==> config.mk <==
export PLATFORM = sky130hd
export DESIGN_NAME = fifo_rd_ctrl
export DESIGN_NICKNAME = d
export VERILOG_FILES = /design/src/rtl/fifo_pkg.sv /design/src/rtl/fifo_rd_ctrl.sv
export SDC_FILE = /design/constraint.sdc
export NUM_CORES = 1
export LEC_CHECK = 0
export CAP_MARGIN = 20
export CORE_ASPECT_RATIO = 1.4
export CORE_MARGIN = 3
export CORE_UTILIZATION = 35
export CTS_CLUSTER_DIAMETER = 50
export CTS_CLUSTER_SIZE = 30
export DETAILED_ROUTE_END_ITERATION = 10
export GPL_ROUTABILITY_DRIVEN = 1
export HOLD_SLACK_MARGIN = 0.02
export PLACE_DENSITY_LB_ADDON = 0.1
export SYNTH_ARGS = -nofsm -noshare
export SYNTH_HDL_FRONTEND = slang
export SYNTH_SLANG_ARGS = --single-unit
export TNS_END_PERCENT = 10
==> constraint.sdc <==
create_clock -name rd_clk -period 1.7 [get_ports rd_clk]
set_input_delay 0.34 -clock rd_clk [delete_from_list [all_inputs] [get_ports rd_clk]]
set_output_delay 0.34 -clock rd_clk [all_outputs]
set_load 0.01 [all_outputs]
==> src/rtl/fifo_pkg.sv <==
// Shared FIFO pointer types and helpers for the read and write controllers.
// Latency: none (types and pure functions only).
// Backpressure: n/a.
package fifo_pkg;

  localparam int FIFO_PTR_W = 3;              // storage address width
  localparam int FIFO_CNT_W = FIFO_PTR_W + 2; // occupancy count, 0..2*depth

  // Pointers carry one extra wrap bit above the storage address.
  typedef logic [FIFO_PTR_W:0]   fifo_ptr_t;
  typedef logic [FIFO_CNT_W-1:0] fifo_cnt_t;

  // Read-side output register state: HOLD means rd_valid is asserted.
  typedef enum logic {
    RD_IDLE = 1'b0,
    RD_HOLD = 1'b1
  } rd_state_e;

  // Full when the wrap bits differ and the address bits match.
  function automatic logic ptr_full(input fifo_ptr_t w_ptr, input fifo_ptr_t r_ptr);
    return (w_ptr[FIFO_PTR_W] != r_ptr[FIFO_PTR_W]) &&
           (w_ptr[FIFO_PTR_W-1:0] == r_ptr[FIFO_PTR_W-1:0]);
  endfunction

  // Empty when both pointers, wrap bit included, are identical.
  function automatic logic ptr_empty(input fifo_ptr_t w_ptr, input fifo_ptr_t r_ptr);
    return w_ptr == r_ptr;
  endfunction

endpackage

==> src/rtl/fifo_rd_ctrl.sv <==
// Read-side controller: pulls entries from fifo_storage into a one-entry output register.
// Latency: w_ptr advance at edge E -> r_en in the following cycle -> rd_valid after the next edge.
// Backpressure: rd_valid/rd_data hold while rd_ready=0; refill same edge as accept (1 entry/cycle).
module fifo_rd_ctrl
  import fifo_pkg::*;
#(
  parameter int DATA_WIDTH = 8,
  parameter int PTR_WIDTH  = FIFO_PTR_W,
  parameter int FIFO_DEPTH = 2 ** PTR_WIDTH
) (
  input  logic                  rd_clk,
  input  logic                  rd_rstn,
  input  logic [PTR_WIDTH:0]    w_ptr,
  input  logic                  flush,
  output logic                  r_en,
  output logic [PTR_WIDTH-1:0]  r_addr,
  input  logic [DATA_WIDTH-1:0] st_rd_data,
  output logic [PTR_WIDTH:0]    r_ptr,
  output logic                  rd_valid,
  input  logic                  rd_ready,
  output logic [DATA_WIDTH-1:0] rd_data,
  output logic                  empty,
  output logic [PTR_WIDTH+1:0]  level,
  output logic                  ptr_err
);

  localparam logic [PTR_WIDTH:0] DEPTH_CNT = (PTR_WIDTH + 1)'(FIFO_DEPTH);
  localparam logic [PTR_WIDTH:0] PTR_ONE   = (PTR_WIDTH + 1)'(1);

  rd_state_e                 state_q;
  rd_state_e                 state_d;
  logic [PTR_WIDTH:0]        st_cnt;
  logic                      st_empty;
  logic                      load;

  // Storage occupancy from the pointer difference; the wrap bit makes modulo math exact.
  always_comb begin
    st_cnt   = w_ptr - r_ptr;
    st_empty = (w_ptr == r_ptr);
    rd_valid = (state_q == RD_HOLD);
    load     = !st_empty && (!rd_valid || rd_ready) && !flush;
    r_en     = load;
    r_addr   = r_ptr[PTR_WIDTH-1:0];
    empty    = st_empty && !rd_valid;
    level    = {1'b0, st_cnt} + (PTR_WIDTH + 2)'(rd_valid);
  end

  // Output register state: flush empties it, a load fills it, an accept without refill drains it.
  always_comb begin
    state_d = state_q;
    if (flush) begin
      state_d = RD_IDLE;
    end else if (load) begin
      state_d = RD_HOLD;
    end else if (rd_valid && rd_ready) begin
      state_d = RD_IDLE;
    end
  end

  // State register.
  always_ff @(posedge rd_clk or negedge rd_rstn) begin
    if (!rd_rstn) begin
      state_q <= RD_IDLE;
    end else begin
      state_q <= state_d;
    end
  end

  // Read pointer and captured data: flush resyncs to the writer, a load consumes one entry.
  always_ff @(posedge rd_clk or negedge rd_rstn) begin
    if (!rd_rstn) begin
      r_ptr   <= '0;
      rd_data <= '0;
    end else if (flush) begin
      r_ptr   <= w_ptr;
    end else if (load) begin
      r_ptr   <= r_ptr + PTR_ONE;
      rd_data <= st_rd_data;
    end
  end

  // Sticky overrun flag: the writer got more than a full FIFO ahead of us.
  always_ff @(posedge rd_clk or negedge rd_rstn) begin
    if (!rd_rstn) begin
      ptr_err <= 1'b0;
    end else if (flush) begin
      ptr_err <= 1'b0;
    end else if (st_cnt > DEPTH_CNT) begin
      ptr_err <= 1'b1;
    end
  end

endmodule

# After elaboration in Yosys (flattened, before gate mapping)
# Cells that the tools add are included.
word_totals:
  register_bits: 14
  inputBits: 16
  out_inout_bits: 24
  elab_cells: 29
classes:
  add_sub_neg: 3
  order_cmp: 1
  eq_ne: 1
  mux: 7
  n_bitwise: 1
  reduce_logical: 12
ops:
  columns: ["cell", "n"]
  rows:
  - ["4-bit 2-to-1 mux", 2]
  - ["4-bit by 1-bit adder with 5-bit output", 1]
  - ["1-bit 2-to-1 mux", 5]
  - ["4-bit by 1-bit adder with 4-bit output, second input constant", 1]
  - ["4-bit equality test", 1]
  - ["4-bit > comparator, second input constant", 1]
  - ["1-bit logical AND", 4]
  - ["2-bit nonzero test", 2]
  - ["4-bit subtractor", 1]
  - ["1-bit zero test", 3]
  - ["3-bit nonzero test", 1]
  - ["2-bit AND reduction", 1]
  - ["1-bit logical OR", 1]
  - ["1-bit inverter", 1]

# Depth between registers and ports, before layout
depth:
  word_depth: 6
  mapped_depth: 7
  depth_no_buf: 7

# Worst setup path before layout
# OpenSTA, ideal clock, no wires.
synth_timing:
  kind: "reg-to-output"
  from: "register r_ptr[0]"
  to: "output port level[3]"
  arrival_ns: 1.668
  required_ns: 1.360
  path_slack_ns: -0.308
  stages_incl_launch_ff: 7
  n_path_buf: 0
  path_cell_list: "dfrtp_1 ha_1 inv_1 fa_1 xor2_1 nand3_1 xor2_1"
synth_between:
  elab_chain_len: 2
synth_rtl:
  columns: ["element", "line", "text"]
  rows:
  - ["start, declared", "fifo_rd_ctrl.sv:18", "output logic [PTR_WIDTH:0] r_ptr,"]
  - ["start signal, assigned", "fifo_rd_ctrl.sv:75", "r_ptr <= w_ptr;"]
  - ["start signal, assigned", "fifo_rd_ctrl.sv:77", "r_ptr <= r_ptr + PTR_ONE;"]
  - ["4-bit subtractor", "fifo_rd_ctrl.sv:38", "st_cnt = w_ptr - r_ptr;"]
  - ["4-bit by 1-bit adder with 5-bit output", "fifo_rd_ctrl.sv:45", "level = {1'b0, st_cnt} + (PTR_WIDTH + 2)'(rd_valid);"]
  - ["end, declared", "fifo_rd_ctrl.sv:23", "output logic [PTR_WIDTH+1:0] level,"]
# No other way between the ends.

# Worst setup path after layout
layout_timing:
  from: "input port w_ptr[0]"
  to: "output port level[4]"
layout_between:
  elab_chain_len: 2
layout_rtl:
  columns: ["element", "line", "text"]
  rows:
  - ["start, declared", "fifo_rd_ctrl.sv:13", "input logic [PTR_WIDTH:0] w_ptr,"]
  - ["4-bit subtractor", "fifo_rd_ctrl.sv:38", null]
  - ["4-bit by 1-bit adder with 5-bit output", "fifo_rd_ctrl.sv:45", null]
# No other way between the ends.

==> impl_metrics.env <==
export IMPL_antenna_diode_count=0
export IMPL_synth_common_cells="dfrtp_1, mux2_2, inv_1, ha_1, xor2_1"
export IMPL_drv_cap=0
export IMPL_p_int_w=0.00107
export IMPL_worst_pin_slew_ns=0.242
export IMPL_num_nets_final=160
export IMPL_synth_top_area_cell="dfrtp_1"
export IMPL_drt_iter0_drc=5
export IMPL_die_w_microns=46.8
export IMPL_synth_avg_cell_area_sq_um=10.9
export IMPL_grt_max_degree=15
export IMPL_r2r_end="ptr_err$_DFFE_PN0P_"
export IMPL_dieArea_sq_um=2950
export IMPL_path_clk_slew_ns=0.09
export IMPL_synth_top_area_share_pct=43.0
export IMPL_drt_wl_total_microns=2100
export IMPL_comb_power_share_pct=61.6
export IMPL_clock_sinks=14
export IMPL_die_y_microns=63.1
export IMPL_hp_class="in -> async"
export IMPL_globalplace_congestion=0.731
export IMPL_cts_buffers=3
export IMPL_preCtsSetupSlack_ns=-1.13
export IMPL_yosys_area_share_simple_pct=10.8
export IMPL_cts_htree_levels=1
export IMPL_grt_pass1_vias=805
export IMPL_rsz0062_at_grt="yes"
export IMPL_cts_hold_buf=0
export IMPL_first_pass_iters=4
export IMPL_ctsRootBufferMaster="clkbuf_4"
export IMPL_crit_path_max_fanout=3
export IMPL_startpoint="w_ptr[0]"
export IMPL_cts_tree="built"
export IMPL_track_usage_pct=15.9
export IMPL_rows=20
export IMPL_yosys_register_bits=14
export IMPL_synth_cell_type_count=26
export IMPL_fin_cells=158
export IMPL_synthFlopType="dfrtp_1"
export IMPL_insertion_delay_ns=0.27
export IMPL_synth_xor_area_share_pct=8.45
export IMPL_min_period_over_period_pct=133
export IMPL_rrSetupSlack_ns=-0.19
export IMPL_cp_arrival_ns=1.92
export IMPL_required_ns=1.36
export IMPL_syn_area_sq_um=815
export IMPL_worstSetupPathType="in -> out"
export IMPL_netSwitchingFraction_pct=34.7
export IMPL_r2r_cells=9
export IMPL_dpl_instance_area_sq_um=1440
export IMPL_synth_top_family_by_area="multiplexers"
export IMPL_regArea_sq_um=352
export IMPL_max_freq_ghz=0.443
export IMPL_timing_final_ws_setup_ns=-0.556
export IMPL_via_count=748
export IMPL_drive_gt1_share_pct=44.1
export IMPL_synth_nets=98
export IMPL_multiInputGateArea_sq_um=546
export IMPL_post_dp_hpwl_microns=1710
export IMPL_synthAdderAreaFrac_pct=11.7
export IMPL_grt_antenna_before_repair=0
export IMPL_yosys_cell_count_top_type="dfrtp_1"
export IMPL_nFillCells=181
export IMPL_synthCells=75
export IMPL_synth_area_leaders="dfrtp_1, mux2_2, ha_1"
export IMPL_clock_skew_ns=0.0115
export IMPL_avgViaCountPerCell=4.73
export IMPL_utilization_pct=70.2
export IMPL_stdcell_area_sq_um=1550
export IMPL_synthArstFlopShare_pct=100
export IMPL_finalHoldViolations=0
export IMPL_num_io_pins=40
export IMPL_slew_viol_final=0
export IMPL_irDropWorstVdd_uv=610
export IMPL_clockPowerShare_pct=11.7
export IMPL_cts_buffer_depth=2
export IMPL_core_area_sq_um=2200
export IMPL_dp_cells=150
export IMPL_seq_area_frac_synth_pct=43.0
export IMPL_slew_headroom_pct=83.7
export IMPL_synth_compound_area_share_pct=7.37
export IMPL_power_density_nw_per_um2=1060
export IMPL_setup_viol=8
export IMPL_post_drt_wl_per_cell_microns=13.3
export IMPL_p_leak_nw=0.686
export IMPL_fin_crit_ns=2.26
export IMPL_drc=0
export IMPL_worstReg2RegStart="r_ptr[0]$_DFFE_PN0P_"
export IMPL_p_switching_w=0.000571
export IMPL_violations="setup timing"
export IMPL_power_frac_seq_pct=26.7
export IMPL_synthMuxAreaShare_pct=12.3
export IMPL_end_kind="output pin"
export IMPL_power_w=0.00165
export IMPL_yosys_warnings=0
export IMPL_grt_remaining_overflow=0
export IMPL_status="finished, violations left"
export IMPL_grt_pass1_wl_microns=3480
export IMPL_portBuffers=39
export IMPL_critPathLaunchType="input port"
export IMPL_start_util_pct=37.0
export IMPL_synth_edff_count=0
export IMPL_area_delta_synth_final_pct=89.9
export IMPL_antenna_left=0
[power groups by stage]
stage               Clock, W  Sequential, W  Combinational, W
floorplan                  0       0.000489          0.000417
global placement           0       0.000443          0.000930
detailed placement         0       0.000446          0.000947
CTS                 0.000203       0.000440           0.00101
global route        0.000216       0.000448           0.00110
finish              0.000192       0.000440           0.00101
[worst max path at each step]
stage / endpoint / slack, ns / cells past startpoint
finish: level[4] / -0.56 / 10
global route: level[4] / -0.61 / 10
CTS: level[4] / -0.56 / 8
detailed placement: level[4] / -1.13 / 9
global placement: level[4] / -1.10 / 9
floorplan: level[4] / -0.19 / 6
[worst max-delay path, stage by stage]
cell and delay (ns):
dlygate4sd2_1 0.26, inv_2 0.08, ha_4 0.13, inv_2 0.04
fa_2 0.59, ha_4 0.17, buf_6 0.09, nand2_4 0.04
nor2_4 0.07, buf_6 0.10
[timing repair]
item / in CTS / in global routing
pin swaps: 9 / 5
gates resized for setup: 41 / 5
setup buffers: 3 / 1
setup endpoints to repair: 22 / 22
cloned: 0 / 0
[cells in the final DEF (no fill, tap or decap), drive strengths merged, types with 2 or more instances in the layout]
cell,netlist,routed
buf,3,27
clkdlybuf4s50,0,25
dfrtp,14,14
mux2,8,8
inv,7,7
dlygate4sd2,0,6
xor2,6,6
ha,6,6
nor2,5,5
nand2,4,4
o21ai,4,4
clkbuf,1,4
a21oi,3,3
nand3,3,3
dlymetal6s2s,0,2
[final cells by class]
cell class,count,share of cell area (%)
Multi-Input combinational cell,50,35.3
Sequential cell,14,22.7
Inverter,7,1.70
Tap cell,22,1.78
Timing Repair Buffer,61,36.8
Clock buffer,4,1.70
[metal layers]
| layer | part of all wire [%] | global-route usage (%) | wire length [microns] | up-vias |
|---|---|---|---|---|
| li1 | - | - | - | 373 |
| met1 | 39 | 17.4 | 825 | 352 |
| met2 | 56 | 28.6 | 1180 | 21 |
| met3 | 3.8 | 2.00 | 79 | 2 |
| met4 | 0.48 | 6.23 | 10 | 0 |
| met5 | 0 | 0 | 0 | - |
[state kept, by name, indices dropped and copies added (netlist names)]
signal,count
r_ptr,4
rd_data,8
rd_valid,1
ptr_err,1
[cells by family (layout without fill, tap and decap cells)]
| logic type | Yosys count | in the layout |
|---|---|---|
| AOI/OAI and AO/OA | 10 | 10 |
| and+or+nand+nor | 17 | 17 |
| xor gates and xnor gates | 7 | 7 |
| buffers and inverters | 11 | 72 |
| DFF | 14 | 14 |
| muxes | 9 | 9 |
| adders and majority gates | 7 | 7 |
[metrics by stage]
stage	setup TNS (ns)	hold WS [ns]
final	-2.80	0.360
after floorplan	-1.71	0.0444
after global routing	-3.50	0.365
after detailed placement	-13.88	0.496
after global placement	-13.19	0.488
after CTS	-3.04	0.359
Note: power is estimated with default switching activity, not from simulation.
